## src/rtl/usb_pkg.sv

```systemverilog
// Shared types and constants for the USB full-speed TX path.
package usb_pkg;

    typedef enum logic [1:0] {
        LM_OFF  = 2'd0,
        LM_DATA = 2'd1,
        LM_SE0  = 2'd2,
        LM_J    = 2'd3
    } line_mode_t;

    typedef enum logic [2:0] {
        ST_IDLE    = 3'd0,
        ST_SYNC    = 3'd1,
        ST_DATA    = 3'd2,
        ST_EOP_SE0 = 3'd3,
        ST_EOP_J   = 3'd4,
        ST_GAP     = 3'd5
    } tx_seq_state_t;

    localparam logic [7:0] SYNC_BYTE    = 8'h80;
    localparam int         EOP_SE0_BITS = 2;
    localparam int         EOP_J_BITS   = 1;

endpackage

```

## src/rtl/usb_bit_timer.sv

```systemverilog
// Bit-time divider: counts 0..CLKS_PER_BIT-1 and emits a registered one-clock tick on the last count.
module usb_bit_timer #(
    parameter int CLKS_PER_BIT = 4
) (
    input  logic clk,
    input  logic rst,
    input  logic clear,
    input  logic enable,
    output logic tick
);

    localparam int            W    = (CLKS_PER_BIT > 1) ? $clog2(CLKS_PER_BIT) : 1;
    localparam logic [W-1:0]  LAST = W'(CLKS_PER_BIT - 1);

    logic [W-1:0] cnt_r;
    logic [W-1:0] cnt_next;
    logic         tick_r;

    // Next divider value: clear wins, otherwise wrap at LAST while enabled.
    always_comb begin
        cnt_next = cnt_r;
        if (clear) begin
            cnt_next = {W{1'b0}};
        end else if (enable) begin
            if (cnt_r == LAST) begin
                cnt_next = {W{1'b0}};
            end else begin
                cnt_next = cnt_r + W'(1);
            end
        end else begin
            cnt_next = cnt_r;
        end
    end

    // Divider and tick registers; tick mirrors cnt_r == LAST.
    always_ff @(posedge clk) begin
        if (rst) begin
            cnt_r  <= {W{1'b0}};
            tick_r <= 1'b0;
        end else begin
            cnt_r  <= cnt_next;
            tick_r <= (cnt_next == LAST);
        end
    end

    assign tick = tick_r;

endmodule

```

## src/rtl/usb_tx_sequencer.sv

```systemverilog
// USB full-speed TX controller: line ownership, bit timing, SYNC/data byte handshake,
// stuff-bit stalls, EOP (SE0 SE0 J) and inter-packet gap.
module usb_tx_sequencer
    import usb_pkg::*;
#(
    parameter int CLKS_PER_BIT = 4,
    parameter int GAP_BITS     = 2
) (
    input  logic       clk,
    input  logic       RST,
    input  logic [7:0] tx_data,
    input  logic       tx_valid,
    output logic       tx_ready,
    input  logic       rx_active,
    input  logic       stuff_stall,
    output logic [7:0] piso_data,
    output logic       piso_load,
    output logic       bit_tick,
    output logic [1:0] line_mode,
    output logic       tx_1_rx_0
);

    localparam int             EW       = $clog2(GAP_BITS + 3);
    localparam logic [EW-1:0]  SE0_LAST = EW'(EOP_SE0_BITS - 1);
    localparam logic [EW-1:0]  J_LAST   = EW'(EOP_J_BITS - 1);
    localparam logic [EW-1:0]  GAP_LAST = EW'(GAP_BITS - 1);

    tx_seq_state_t state_r,     state_next;
    line_mode_t    mode_r,      mode_next;
    logic [2:0]    bit_cnt_r,   bit_cnt_next;
    logic [EW-1:0] eop_cnt_r,   eop_cnt_next;
    logic          end_pend_r,  end_pend_next;
    logic          sync_load_r, sync_load_next;
    logic          drive_r,     drive_next;
    logic          tick_s;
    logic          timer_clear_s;
    logic          in_byte_s;
    logic          boundary_s;

    // The bit period restarts on leaving IDLE; later loads always land on a wrap.
    assign timer_clear_s = (state_r == ST_IDLE);

    usb_bit_timer #(
        .CLKS_PER_BIT(CLKS_PER_BIT)
    ) u_bit_timer (
        .clk    (clk),
        .rst    (RST),
        .clear  (timer_clear_s),
        .enable (!timer_clear_s),
        .tick   (tick_s)
    );

    // Byte-boundary handshake and PISO load decode.
    always_comb begin
        in_byte_s  = (state_r == ST_SYNC) || (state_r == ST_DATA);
        boundary_s = in_byte_s && tick_s && !stuff_stall && !end_pend_r && (bit_cnt_r == 3'd7);
        tx_ready   = boundary_s && tx_valid;
        piso_load  = sync_load_r || tx_ready;
        if (sync_load_r) begin
            piso_data = SYNC_BYTE;
        end else if (tx_ready) begin
            piso_data = tx_data;
        end else begin
            piso_data = 8'h00;
        end
    end

    // Next-state and registered-output decode.
    always_comb begin
        state_next     = state_r;
        mode_next      = mode_r;
        bit_cnt_next   = bit_cnt_r;
        eop_cnt_next   = eop_cnt_r;
        end_pend_next  = end_pend_r;
        sync_load_next = 1'b0;
        drive_next     = drive_r;
        case (state_r)
            ST_IDLE: begin
                if (tx_valid && !rx_active) begin
                    state_next     = ST_SYNC;
                    mode_next      = LM_DATA;
                    drive_next     = 1'b1;
                    sync_load_next = 1'b1;
                    bit_cnt_next   = 3'd0;
                end else begin
                    state_next = ST_IDLE;
                end
            end
            ST_SYNC, ST_DATA: begin
                if (tick_s && !stuff_stall) begin
                    if (end_pend_r) begin
                        state_next    = ST_EOP_SE0;
                        mode_next     = LM_SE0;
                        end_pend_next = 1'b0;
                        eop_cnt_next  = {EW{1'b0}};
                    end else if (bit_cnt_r == 3'd7) begin
                        state_next    = ST_DATA;
                        bit_cnt_next  = 3'd0;
                        end_pend_next = !tx_valid;
                    end else begin
                        bit_cnt_next = bit_cnt_r + 3'd1;
                    end
                end else begin
                    bit_cnt_next = bit_cnt_r;
                end
            end
            ST_EOP_SE0: begin
                if (tick_s) begin
                    if (eop_cnt_r == SE0_LAST) begin
                        state_next   = ST_EOP_J;
                        mode_next    = LM_J;
                        eop_cnt_next = {EW{1'b0}};
                    end else begin
                        eop_cnt_next = eop_cnt_r + EW'(1);
                    end
                end else begin
                    eop_cnt_next = eop_cnt_r;
                end
            end
            ST_EOP_J: begin
                if (tick_s) begin
                    if (eop_cnt_r == J_LAST) begin
                        state_next   = ST_GAP;
                        mode_next    = LM_OFF;
                        drive_next   = 1'b0;
                        eop_cnt_next = {EW{1'b0}};
                    end else begin
                        eop_cnt_next = eop_cnt_r + EW'(1);
                    end
                end else begin
                    eop_cnt_next = eop_cnt_r;
                end
            end
            ST_GAP: begin
                if (tick_s) begin
                    if (eop_cnt_r == GAP_LAST) begin
                        state_next   = ST_IDLE;
                        eop_cnt_next = {EW{1'b0}};
                        bit_cnt_next = 3'd0;
                    end else begin
                        eop_cnt_next = eop_cnt_r + EW'(1);
                    end
                end else begin
                    eop_cnt_next = eop_cnt_r;
                end
            end
            default: begin
                state_next    = ST_IDLE;
                mode_next     = LM_OFF;
                drive_next    = 1'b0;
                bit_cnt_next  = 3'd0;
                eop_cnt_next  = {EW{1'b0}};
                end_pend_next = 1'b0;
            end
        endcase
    end

    // State and counter registers; RST aborts any packet without an EOP.
    always_ff @(posedge clk) begin
        if (RST) begin
            state_r     <= ST_IDLE;
            mode_r      <= LM_OFF;
            bit_cnt_r   <= 3'd0;
            eop_cnt_r   <= {EW{1'b0}};
            end_pend_r  <= 1'b0;
            sync_load_r <= 1'b0;
            drive_r     <= 1'b0;
        end else begin
            state_r     <= state_next;
            mode_r      <= mode_next;
            bit_cnt_r   <= bit_cnt_next;
            eop_cnt_r   <= eop_cnt_next;
            end_pend_r  <= end_pend_next;
            sync_load_r <= sync_load_next;
            drive_r     <= drive_next;
        end
    end

    assign bit_tick  = tick_s;
    assign line_mode = mode_r;
    assign tx_1_rx_0 = drive_r;

endmodule

```

## config.mk

```make
export PLATFORM = sky130hd
export DESIGN_NAME = usb_tx_sequencer
export DESIGN_NICKNAME = d
export VERILOG_FILES = /design/src/rtl/usb_pkg.sv /design/src/rtl/usb_bit_timer.sv /design/src/rtl/usb_tx_sequencer.sv
export SDC_FILE = /design/constraint.sdc
export NUM_CORES = 1
export LEC_CHECK = 0
export ABC_AREA = 1
export CORE_MARGIN = 10
export CORE_UTILIZATION = 54
export DETAILED_ROUTE_END_ITERATION = 7
export GPL_ROUTABILITY_DRIVEN = 1
export PLACE_DENSITY = 0.93
export SYNTH_ARGS = -nofsm -noshare
export SYNTH_HDL_FRONTEND = slang
export SYNTH_SLANG_ARGS = --single-unit
```

## constraint.sdc

```tcl
create_clock -name clk -period 2.9 [get_ports clk]
set_input_delay 0.29 -clock clk [delete_from_list [all_inputs] [get_ports clk]]
set_output_delay 0.29 -clock clk [all_outputs]
set_load 0.1 [all_outputs]
```

=== Word level (Yosys, flattened, before mapping) ===
Index checks and enable logic that the tools add are counted.
W data, S select, Z words.

* Output and inout bits: 14
* Bits in registers: 17
* Input port bits: 13
* Logic and storage cells: 109

* Add/sub/neg operators: 3
* Eq/ne operators: 21
* Bitwise operators: 5
* Mux-type cells: 44
* Reductions and logical operators: 27

{| class="wikitable"
|+ Operator list
! cell !! count
|-
| $mux W3 || 19
|-
| $pmux W3 S4 || 2
|-
| $mux W2 || 9
|-
| $mux W8 || 2
|-
| $reduce_and A8 Y1 || 2
|-
| $pmux W3 S5 || 1
|-
| $ne A2 B2 Y1 const B || 6
|-
| $ne A2 B1 Y1 const B || 5
|-
| $pmux W2 S5 || 1
|-
| $eq A3 B3 Y1 const B || 3
|-
| $mux W1 || 8
|-
| $reduce_or A2 Y1 || 4
|-
| $reduce_or A4 Y1 || 2
|-
| $logic_and A1 B1 Y1 || 7
|-
| $add A3 B1 Y3 const B || 2
|-
| $eq A3 B1 Y1 const B || 2
|-
| $eq A3 B2 Y1 const B || 2
|-
| $logic_not A3 Y1 || 2
|-
| $reduce_and A6 Y1 || 1
|-
| $not A1 Y1 || 5
|-
| $reduce_and A5 Y1 || 1
|-
| $eq A2 B2 Y1 const B || 2
|-
| $logic_not A1 Y1 || 4
|-
| $reduce_and A4 Y1 || 1
|-
| 6 further kinds || 7
|}

=== Depth between registers and ports, before layout ===
Gate-level depths: netlist (run 1).

* Depth after elaboration: 9
* Gate-level depth with buffers: 10
* Depth with buffers taken out: 10

=== Modules after synthesis ===
Synthesis (run 1) repeated with hierarchy kept, for this count alone.

* Cell total of the unflattened synthesis: 201
* Area, all modules: 1239.9 um^2

{| class="wikitable"
|+ Modules (own cells, without submodules)
! module !! area each (um^2) !! times used !! cells each
|-
| usb_tx_sequencer || 1104.8 || 1 || 183
|-
| usb_bit_timer || 135.1 || 1 || 18
|}

=== Least setup slack after synthesis (run 1) ===
OpenSTA, ideal clock, no wires.

* Kind: register to output
* Start point: reg u_bit_timer.tick_r, in the netlist u_bit_timer.tick
* End point: out piso_data[0]
* Stages on the path, launching flop included: 7
* Arrival: 3.381 ns
* Path slack: -0.771 ns
* Cells stage by stage: dfxtp_1 nand2_1 nor2_1 nand2_1 inv_2 nand2_2 nor2_1

* Word-level cells in the longest chain between the ends: 7

{| class="wikitable"
|+ RTL lines
! item !! line !! source
|-
| start: declaration || usb_bit_timer.sv:17 || <nowiki>logic tick_r;</nowiki>
|-
| start signal: assignment || usb_bit_timer.sv:42 || <nowiki>tick_r <= (cnt_next == LAST);</nowiki>
|-
| $logic_and A1 B1 Y1 (4 in a row) || usb_tx_sequencer.sv:56 || <nowiki>boundary_s = in_byte_s && tick_s && !stuff_stall && !end_pend_r && (bit_cnt_r == 3'd7);</nowiki>
|-
| $logic_and A1 B1 Y1 || usb_tx_sequencer.sv:57 || <nowiki>tx_ready = boundary_s && tx_valid;</nowiki>
|-
| named net tx_ready || usb_tx_sequencer.sv:13 || <nowiki>output logic tx_ready,</nowiki>
|-
| $mux W8 || usb_tx_sequencer.sv:61 || <nowiki>end else if (tx_ready) begin</nowiki>
|-
| $mux W8 || usb_tx_sequencer.sv:59 || <nowiki>if (sync_load_r) begin</nowiki>
|-
| end: declaration || usb_tx_sequencer.sv:16 || <nowiki>output logic [7:0] piso_data,</nowiki>
|}

The timed path passes the listed nets, and every way through them passes these cells.

=== Final worst setup path (run 1) ===
* Start point: reg state_r[2]
* End point: out piso_data[3]

* Word-level cells in the longest chain between the ends: 9
* Elaborated cells between the ends (all ways): 10
* Those cells by class: eq/ne (2); mux (2); reduce/logical (6)

{| class="wikitable"
|+ RTL lines
! item !! line !! source
|-
| start: declaration || usb_tx_sequencer.sv:28 || <nowiki>tx_seq_state_t state_r, state_next;</nowiki>
|-
| start signal: assignment || usb_tx_sequencer.sv:169 || <nowiki>state_r <= state_next;</nowiki>
|-
| $eq A3 B1 Y1 / $eq A3 B2 Y1 (equally long branches) || usb_tx_sequencer.sv:55 || <nowiki>in_byte_s = (state_r == ST_SYNC) || (state_r == ST_DATA);</nowiki>
|-
| $logic_or A1 B1 Y1 (*) || usb_tx_sequencer.sv:55 ||
|-
| $logic_and A1 B1 Y1 (*) (4 in a row) || usb_tx_sequencer.sv:56 ||
|-
| $logic_and A1 B1 Y1 (*) || usb_tx_sequencer.sv:57 ||
|-
| $mux W8 (*) || usb_tx_sequencer.sv:61 ||
|-
| $mux W8 (*) || usb_tx_sequencer.sv:59 ||
|}

Every way passes the cells marked *; elsewhere a longest branch is shown, timed or not.

==> impl_metrics.json, run 1 <==
{
  "fin_tns_setup_ns": 0,
  "cts.sinks": 17,
  "post-synth-top-count-cell": "nand2_1",
  "cp-start-kind": "flip-flop",
  "switching_share_pct": 54.5,
  "status": "complete, no violations",
  "grt_usage_pct": 13.9,
  "cts_tree": "yes",
  "syn_to_final_growth_pct": 32.7,
  "n_fill_cell": 162,
  "setup_viol": 0,
  "p_int_uw": 694,
  "drtAntennaViolNets": 0,
  "vias": 1260,
  "ys_top_cells_by_area": "dfxtp_1, nand2_1, nor2_1",
  "clk_pin_slew_ns": 0.10,
  "diodes": 0,
  "drt_iter0_drc": 35,
  "relSlewSlack_pct": 74.6,
  "cts_buffers": 3,
  "initial_core_util_pct": 55.9,
  "clk_latency_ns": 0.30,
  "finalCritPeriodShare_pct": 82.7,
  "syn_area_sq_um": 1220,
  "post-cts-setup-buffer-count": 0,
  "synth_cell_types": 25,
  "critPathRequiredTime_ns": 2.61,
  "fin_total_pwr_uw": 1520,
  "p_per_area_nw_per_um2": 938,
  "period_needed_ns": 2.40,
  "fmax_mhz": 417,
  "synth_ff_type": "dfxtp_1",
  "synth_commonest_cells": "nand2_1, nor2_1, inv_1, nand3_1, dfxtp_1",
  "drc_errors": 0,
  "final_max_slew_viol_count": 0,
  "ctsResizeCount": 0,
  "grt_overflow": 0,
  "power_frac_comb_pct": 65.3,
  "dpl.hpwl_um": 2530,
  "nets": 240,
  "cp.arrival_ns": 2.11,
  "hp-class": "flip-flop to flip-flop",
  "die_w_um": 67.6,
  "rsz0062_at_grt": "no",
  "postSynthCellCount": 193,
  "grt_pass1_wl_um": 4970,
  "drive_gt1_share_pct": 20.0,
  "hold_buffers": 0,
  "seqCellArea_sq_um": 342,
  "worst_slew_pin_slew_ns": 0.380,
  "port_buffers": 26,
  "p_leak_uw": 0.000799,
  "place_congestion": 0.884,
  "path_max_fanout": 9,
  "antenna_found_initial": 0,
  "die-area_sq_um": 4570,
  "multi_input_area_sq_um": 788,
  "fin_worst_skew_ns": 0.00980,
  "yosysTopAreaCellShare_pct": 27.8,
  "cts.htree.levels": 1,
  "synth_top_area_cell": "dfxtp_1",
  "synth_fp_nets": 212,
  "rows": 17,
  "ioPinCount": 27,
  "cts-root-buf": "clkbuf_4",
  "ir_drop_mv": 0.607,
  "crit_type": "flip-flop to output port",
  "routed_wl_um": 3080,
  "first_pass_iters": 7,
  "post_drt_wl_per_cell_um": 12.4,
  "end_kind": "output port",
  "clock_path_buffers": 2,
  "sequentialPowerShare_pct": 26.3,
  "coreArea_sq_um": 2190,
  "ys_async_sr_fraction_pct": 0,
  "finalHoldViolations": 0,
  "yosysSeqAreaShare_pct": 27.8,
  "ys_ff_latch": 17,
  "maxCapViolCount": 0,
  "synth-edff-count": 0,
  "ys_warn_count": 0,
  "switchingPower_uw": 830,
  "grt_pass1_vias": 1105,
  "grt_max_degree": 13,
  "power_frac_clock_pct": 8.4,
  "syn_area_per_cell_sq_um": 6.35,
  "die_h_um": 67.6,
  "vias_per_cell": 5.08
}
==> registers in the layout, summed over array words and instances (netlist names) <==
name and cells:
end_pend_r 1, state_r 3, u_bit_timer.tick 1, tx_1_rx_0 1, u_bit_timer.cnt_r 2, sync_load_r 1, bit_cnt_r 3, eop_cnt_r 3
line_mode 2
==> cell type report <==
cell class,count,share of cell area [%]
inverters,32,7.47
flip-flops and latches,17,21.0
clock buffers,4,1.62
repair buffers,26,19.2
well taps,28,2.16
multi-input cells,141,48.5
==> worst max-delay path, cell delays in order (launching register included) <==
cell	delay (ns)
dfxtp_1	0.55
clkinv_2	0.23
nand2_4	0.17
nor2_8	0.07
nand2_4	0.08
inv_2	0.03
nand2_1	0.08
inv_2	0.06
nand2_2	0.28
nor2_4	0.07
buf_12	0.17
==> power by group through the flow <==
stage / combinational (uW) / clock (uW) / sequential [uW]
after floorplan: 729 / 0 / 499
after global placement: 969 / 0 / 404
after detailed placement: 989 / 0 / 407
after CTS: 993 / 130 / 401
after global routing: 1110 / 139 / 417
final: 995 / 128 / 401
==> stage by stage <==
step | hold WS [ns] | cells | util [%] | instance area [sq um] | worst slack, ns
floorplan | 0.359 | 193 | - | 1280 | 0.205
global placement | 0.437 | 244 | 73.0 | 1600 | 0.891
detailed placement | 0.452 | 244 | 73.0 | 1600 | 0.817
CTS | 0.465 | 248 | 74.2 | 1630 | 0.523
global route | 0.511 | 248 | 74.2 | 1630 | 0.372
finish | 0.462 | 248 | 74.2 | 1630 | 0.503
==> path summary, 6_finish.rpt <==
path	from	cells after the start	slack (ns)	end
max reg2reg	state_r[2]$_SDFFE_PP0P_	9	1.28	eop_cnt_r[2]$_SDFFE_PP0P_
min	line_mode[1]$_SDFFE_PP0P_	2	0.46	line_mode[1]$_SDFFE_PP0P_
max	state_r[2]$_SDFFE_PP0P_	10	0.50	piso_data[3]
min reg2reg	line_mode[1]$_SDFFE_PP0P_	2	0.46	line_mode[1]$_SDFFE_PP0P_
==> cells in the final DEF, fill, tap and decap left out <==
cell             Yosys  final
nor3b_1              1      1
nand2_4              2      2
dfxtp_2              0      1
a21oi_4              1      1
nand3_2              1      1
o21a_1               1      1
clkdlybuf4s50_1      0     12
nor2_2               2      2
buf_4                0      7
nand2_2              3      3
nand4_1              4      4
clkbuf_1             0      1
nor2_1              32     25
inv_2                3      3
clkinv_2             1      1
clkbuf_4             0      3
ha_1                 6      6
nor2_4               3     10
o21ai_0              1      1
a21oi_1             10     10
inv_1               28     28
nand3_1             19     19
dfxtp_1             17     16
buf_12               0      7
nand2_1             49     49
nor2_8               1      1
nor3_1               1      1
o21ai_1              2      2
o21ai_2              2      2
==> metal layers <==
layer / global-route usage [%] / vias to the layer above / share of wire, %
li1: - / 657 / -
met1: 15.1 / 551 / 38
met4: 5.64 / 0 / 2.0
met2: 25.2 / 42 / 55
met3: 3.47 / 10 / 4.5
met5: 0 / - / 0
==> cells by family after synthesis <==
kind of cell    after synthesis  synth area share [%]
compound gates               17                  8.68
fa+ha+maj                     6                  6.13
buf+inv                      35                  12.2
flops                        17                  27.8
simple gates                118                  45.3
(Power assumes the default switching activity.)
==> inputs of run 2 (changes only) <==
--- a/config.mk
+++ b/config.mk
@@ -7,10 +7,10 @@
 export LEC_CHECK = 0
 export ABC_AREA = 1
 export CORE_MARGIN = 10
-export CORE_UTILIZATION = 54
+export CORE_UTILIZATION = 50
 export DETAILED_ROUTE_END_ITERATION = 7
 export GPL_ROUTABILITY_DRIVEN = 1
-export PLACE_DENSITY = 0.93
+export PLACE_DENSITY = 0.87
 export SYNTH_ARGS = -nofsm -noshare
 export SYNTH_HDL_FRONTEND = slang
 export SYNTH_SLANG_ARGS = --single-unit
==> constraint.sdc (replaced) <==
create_clock -name clk -period 2.5 [get_ports clk]
set_input_delay 0.25 -clock clk [delete_from_list [all_inputs] [get_ports clk]]
set_output_delay 0.25 -clock clk [all_outputs]
set_load 0.1 [all_outputs]
==> run 2 against run 1 <==
Effect of this change:
- design area up 2.8%
- critical path depth decreased by 1
- cell count unchanged
==> impl_metrics.json, run 2 (synthesis gave the netlist of run 1 again) <==
{
  "maxCapViolCount": 0,
  "worst_slew_pin_slew_ns": 0.374,
  "cts.sinks": 17,
  "cts-root-buf": "clkbuf_4",
  "post-cts-setup-buffer-count": 0,
  "final_max_slew_viol_count": 0,
  "cp.arrival_ns": 2.03,
  "grt_max_degree": 13,
  "coreArea_sq_um": 2280,
  "path_max_fanout": 9,
  "final_core_util_pct": 73.4,
  "final_common_cell": "nand2_1",
  "cts_tree": "yes",
  "antenna_found_initial": 0,
  "p_per_area_nw_per_um2": 1080,
  "drtAntennaViolNets": 0,
  "dpl.hpwl_um": 2710,
  "die_w_um": 69.5,
  "cp-start-kind": "flip-flop",
  "p_leak_uw": 0.000812,
  "nets": 240,
  "hp-class": "flip-flop to flip-flop",
  "grt_usage_pct": 13.0,
  "finalCritPeriodShare_pct": 91.0,
  "die-area_sq_um": 4830,
  "cts_buffers": 3,
  "clk_latency_ns": 0.30,
  "ioPinCount": 27,
  "critPathRequiredTime_ns": 2.25,
  "syn_to_final_growth_pct": 36.5,
  "die_h_um": 69.5,
  "rows": 17,
  "first_pass_iters": 5,
  "diodes": 0,
  "grt_overflow": 0,
  "grt_pass1_wl_um": 5400,
  "crit_type": "flip-flop to output port",
  "fin_worst_skew_ns": 0.00443,
  "fmax_mhz": 439,
  "clock_path_buffers": 2,
  "drt_iter0_drc": 115,
  "vias": 1305,
  "period_needed_ns": 2.28,
  "post_drt_wl_per_cell_um": 13.2,
  "place_congestion": 0.923,
  "drc_errors": 0,
  "final_cells": 248,
  "fin_tns_setup_ns": 0,
  "final_cell_mix": "nand2_1, inv_1, nor2_1, nand3_1, dfxtp_1",
  "end_kind": "output port",
  "fin_hold_ws_ns": 0.457,
  "ir_drop_mv": 0.694,
  "routed_wl_um": 3260,
  "reg_top3": "bit_cnt_r: 3 flops, eop_cnt_r: 3 flops, state_r: 3 flops",
  "design_area_sq_um": 1670,
  "port_buffers": 26,
  "finalHoldViolations": 0,
  "drive_gt1_share_pct": 20.5,
  "vias_per_cell": 5.26,
  "initial_core_util_pct": 53.8,
  "placed_cell_area_sq_um": 1640,
  "dp.cells": 244,
  "clk_pin_slew_ns": 0.10,
  "cts.htree.levels": 1,
  "setup_viol": 0,
  "status": "complete, no violations",
  "grt_pass1_vias": 1149,
  "rsz0062_at_grt": "no",
  "relSlewSlack_pct": 75.0
}
## run 2: routing by layer
layer | GRT usage, % | vias up | wire, um
li1 | - | 656 | -
met1 | 15.2 | 605 | 1240
met2 | 23.5 | 35 | 1840
met3 | 2.14 | 9 | 144
met4 | 3.10 | 0 | 31
met5 | 0 | - | 0
## run 2: worst paths after layout
path / from / to / slack, ns / cells past startpoint
min reg2reg: line_mode[1]$_SDFFE_PP0P_ / line_mode[1]$_SDFFE_PP0P_ / 0.46 / 2
min: line_mode[1]$_SDFFE_PP0P_ / line_mode[1]$_SDFFE_PP0P_ / 0.46 / 2
max reg2reg: state_r[2]$_SDFFE_PP0P_ / bit_cnt_r[1]$_SDFFE_PP0P_ / 0.89 / 7
max: state_r[0]$_SDFFE_PP0P_ / piso_data[0] / 0.22 / 9
## run 2: critical path, cell delays in order, from the launching register on
cell     delay, ns
dfxtp_1       0.54
nor2_4        0.14
nor2_8        0.23
nand2_4       0.08
inv_2         0.05
nand2_1       0.07
inv_2         0.12
nand2_4       0.15
nor2_4        0.16
buf_12        0.18
## run 2: repair_timing
item	in CTS	in global routing
hold buffers	0	0
resized for setup	0	1
hold endpoints to repair	0	0
setup endpoints to repair	0	1
## run 2: stage by stage
stage	setup slack [ns]	power, uW
detailed placement	0.419	1650
CTS	0.125	1800
global route	0.105	1970
global placement	0.519	1590
finish	0.225	1800
floorplan	0.0248	1430
## run 2: cell type report
class / count / area, sq um
Multi-Input combinational cell: 141 / 793
Fill cell: 169 / 604
Timing Repair Buffer: 26 / 350
Sequential cell: 17 / 344
Inverter: 32 / 121
Tap cell: 28 / 35.0
Clock buffer: 3 / 22.5
Clock inverter: 1 / 5.00
## run 2: report_power, final
part / switching, uW / internal (uW) / leakage, uW
Combinational: 798 / 381 / 0.000654
Clock: 90.6 / 59.6 / 0.0000177
Sequential: 98.6 / 371 / 0.000140
==> inputs of run 3 (changes only) <==
--- a/config.mk
+++ b/config.mk
@@ -7,10 +7,11 @@
 export LEC_CHECK = 0
 export ABC_AREA = 1
 export CORE_MARGIN = 10
-export CORE_UTILIZATION = 50
+export CORE_UTILIZATION = 52
+export CTS_BUF_LIST = sky130_fd_sc_hd__clkbuf_4
 export DETAILED_ROUTE_END_ITERATION = 7
 export GPL_ROUTABILITY_DRIVEN = 1
-export PLACE_DENSITY = 0.87
+export PLACE_DENSITY = 0.9
 export SYNTH_ARGS = -nofsm -noshare
 export SYNTH_HDL_FRONTEND = slang
 export SYNTH_SLANG_ARGS = --single-unit
==> run 3 against run 2 <==
Effect of this change:
- combinational power hardly changed
- flip-flop and latch count stayed put
- critical path depth stayed put
- global-route usage is 1.8 points higher
- design area stayed put
- sequential share of layout area is 0.15 points higher
- cell count stayed put
- die area is 2.7% lower
- total power is 0.55% higher
- largest cell class unchanged
- largest power group unchanged
==> impl_metrics.json, run 3 (synthesis gave the netlist of run 1 again) <==
{
  "p_int_uw": 829,
  "post_drt_wl_per_cell_um": 13.2,
  "switching_share_pct": 54.2,
  "ioPinCount": 27,
  "syn_to_final_growth_pct": 36.5,
  "vias": 1257,
  "sequentialPowerShare_pct": 26.0,
  "placed_cell_area_sq_um": 1640,
  "n_fill_cell": 166,
  "final_cell_mix": "nand2_1, inv_1, nor2_1, nand3_1, dfxtp_1",
  "drt_iter0_drc": 52,
  "setup_viol": 0,
  "cts_buffers": 3,
  "cts.htree.levels": 1,
  "vias_per_cell": 5.07,
  "diodes": 0,
  "relSlewSlack_pct": 75.3,
  "routed-wl-met3_um": 112,
  "cp-start-kind": "flip-flop",
  "critPathRequiredTime_ns": 2.25,
  "port_buffers": 26,
  "cts-root-buf": "clkbuf_4",
  "fmax_mhz": 432,
  "die_w_um": 68.5,
  "nets": 240,
  "reg2regPathDepth": 7,
  "ir_drop_mv": 0.837,
  "worstHoldPathCells": 2,
  "seqCellArea_sq_um": 347,
  "final_common_cell": "nand2_1",
  "routed_wl_um": 3260,
  "dpl.hpwl_um": 2670,
  "wl_met2_um": 1860,
  "drtAntennaViolNets": 0,
  "maxCapViolCount": 0,
  "reg_top3": "bit_cnt_r: 3 flops, eop_cnt_r: 3 flops, state_r: 3 flops",
  "final_max_slew_viol_count": 0,
  "switchingPower_uw": 980,
  "finalHoldViolations": 0,
  "end_kind": "output port",
  "drc_errors": 0,
  "place_congestion": 0.916,
  "first_pass_iters": 4,
  "design_area_sq_um": 1670,
  "path_max_fanout": 7,
  "grt_pass1_wl_um": 5380,
  "rsz0062_at_grt": "no",
  "antenna_found_initial": 0,
  "worst_slew_pin_slew_ns": 0.370,
  "hold_buffers": 0,
  "ctsResizeCount": 0,
  "grt_pass1_vias": 1219,
  "drt-met1-wl_um": 1200,
  "topRoutingLayerUsed": "met4",
  "clk_latency_ns": 0.29,
  "hp-class": "flip-flop to flip-flop",
  "period_needed_ns": 2.31,
  "grt_max_degree": 13,
  "crit_type": "flip-flop to output port",
  "clk_pin_slew_ns": 0.10,
  "power_frac_comb_pct": 65.3,
  "rows": 17,
  "drive_gt1_share_pct": 21.4,
  "cts.sinks": 17,
  "coreArea_sq_um": 2230,
  "die_h_um": 68.5,
  "post-cts-setup-buffer-count": 0,
  "p_leak_uw": 0.000812,
  "clock_path_buffers": 2,
  "initial_core_util_pct": 54.8,
  "fin_tns_setup_ns": 0,
  "p_per_area_nw_per_um2": 1080,
  "finalCritPeriodShare_pct": 92.5,
  "die-area_sq_um": 4700,
  "cp.arrival_ns": 2.06,
  "multi_input_area_sq_um": 788,
  "cts_tree": "yes",
  "fin_worst_skew_ns": 0.0108,
  "status": "complete, no violations",
  "power_frac_clock_pct": 8.7,
  "grt_usage_pct": 14.7,
  "grt_overflow": 0
}
## run 3: cell count changes in the layout (fill, tap and decap cells not counted), sizes merged
cell / before / now
clkinv: 2 / 1
clkbuf: 3 / 4
## run 3: routing by layer
metal	vias up	track usage, %
li1	658	-
met1	562	16.0
met2	27	27.2
met3	10	2.90
met4	0	5.78
met5	-	0
## run 3: critical path, cell delays in order, from the launching register on
cell	delay, ns
dfxtp_1	0.38
ha_1	0.16
ha_1	0.24
nand2_1	0.08
nor2_1	0.10
nand2_1	0.10
inv_2	0.10
nand2_2	0.22
nor2_4	0.20
buf_12	0.18
## run 3: final cells by class
| type | instances | area share, % |
|---|---|---|
| Multi-Input combinational cell | 141 | 47.2 |
| Timing Repair Buffer | 26 | 21.0 |
| Sequential cell | 17 | 20.7 |
| Inverter | 32 | 7.26 |
| Tap cell | 28 | 2.10 |
| Clock buffer | 4 | 1.80 |
## run 3: power by group through the flow
stage / registers, uW / logic [uW] / clock network, uW
after floorplan: 580 / 846 / 0
after global placement: 470 / 1140 / 0
after detailed placement: 472 / 1170 / 0
after CTS: 466 / 1170 / 163
after global routing: 488 / 1320 / 170
final: 470 / 1180 / 158
## run 3: worst paths after layout
| path | from | to | slack (ns) |
|---|---|---|---|
| max | bit_cnt_r[0]$_SDFFE_PP0P_ | piso_data[0] | 0.19 |
| min | line_mode[1]$_SDFFE_PP0P_ | line_mode[1]$_SDFFE_PP0P_ | 0.45 |
| max reg2reg | state_r[2]$_SDFFE_PP0P_ | bit_cnt_r[0]$_SDFFE_PP0P_ | 1.03 |
| min reg2reg | line_mode[1]$_SDFFE_PP0P_ | line_mode[1]$_SDFFE_PP0P_ | 0.45 |
## run 3: per-stage QoR
step | std cells | util (%) | hold slack (ns) | setup WS [ns] | power, uW
final | 248 | 74.8 | 0.449 | 0.187 | 1810
after CTS | 248 | 74.7 | 0.450 | 0.109 | 1800
after floorplan | 193 | - | 0.319 | 0.0248 | 1430
after global routing | 248 | 74.8 | 0.499 | 0.0218 | 1980
after global placement | 244 | 73.4 | 0.437 | 0.514 | 1610
after detailed placement | 244 | 73.4 | 0.437 | 0.446 | 1640
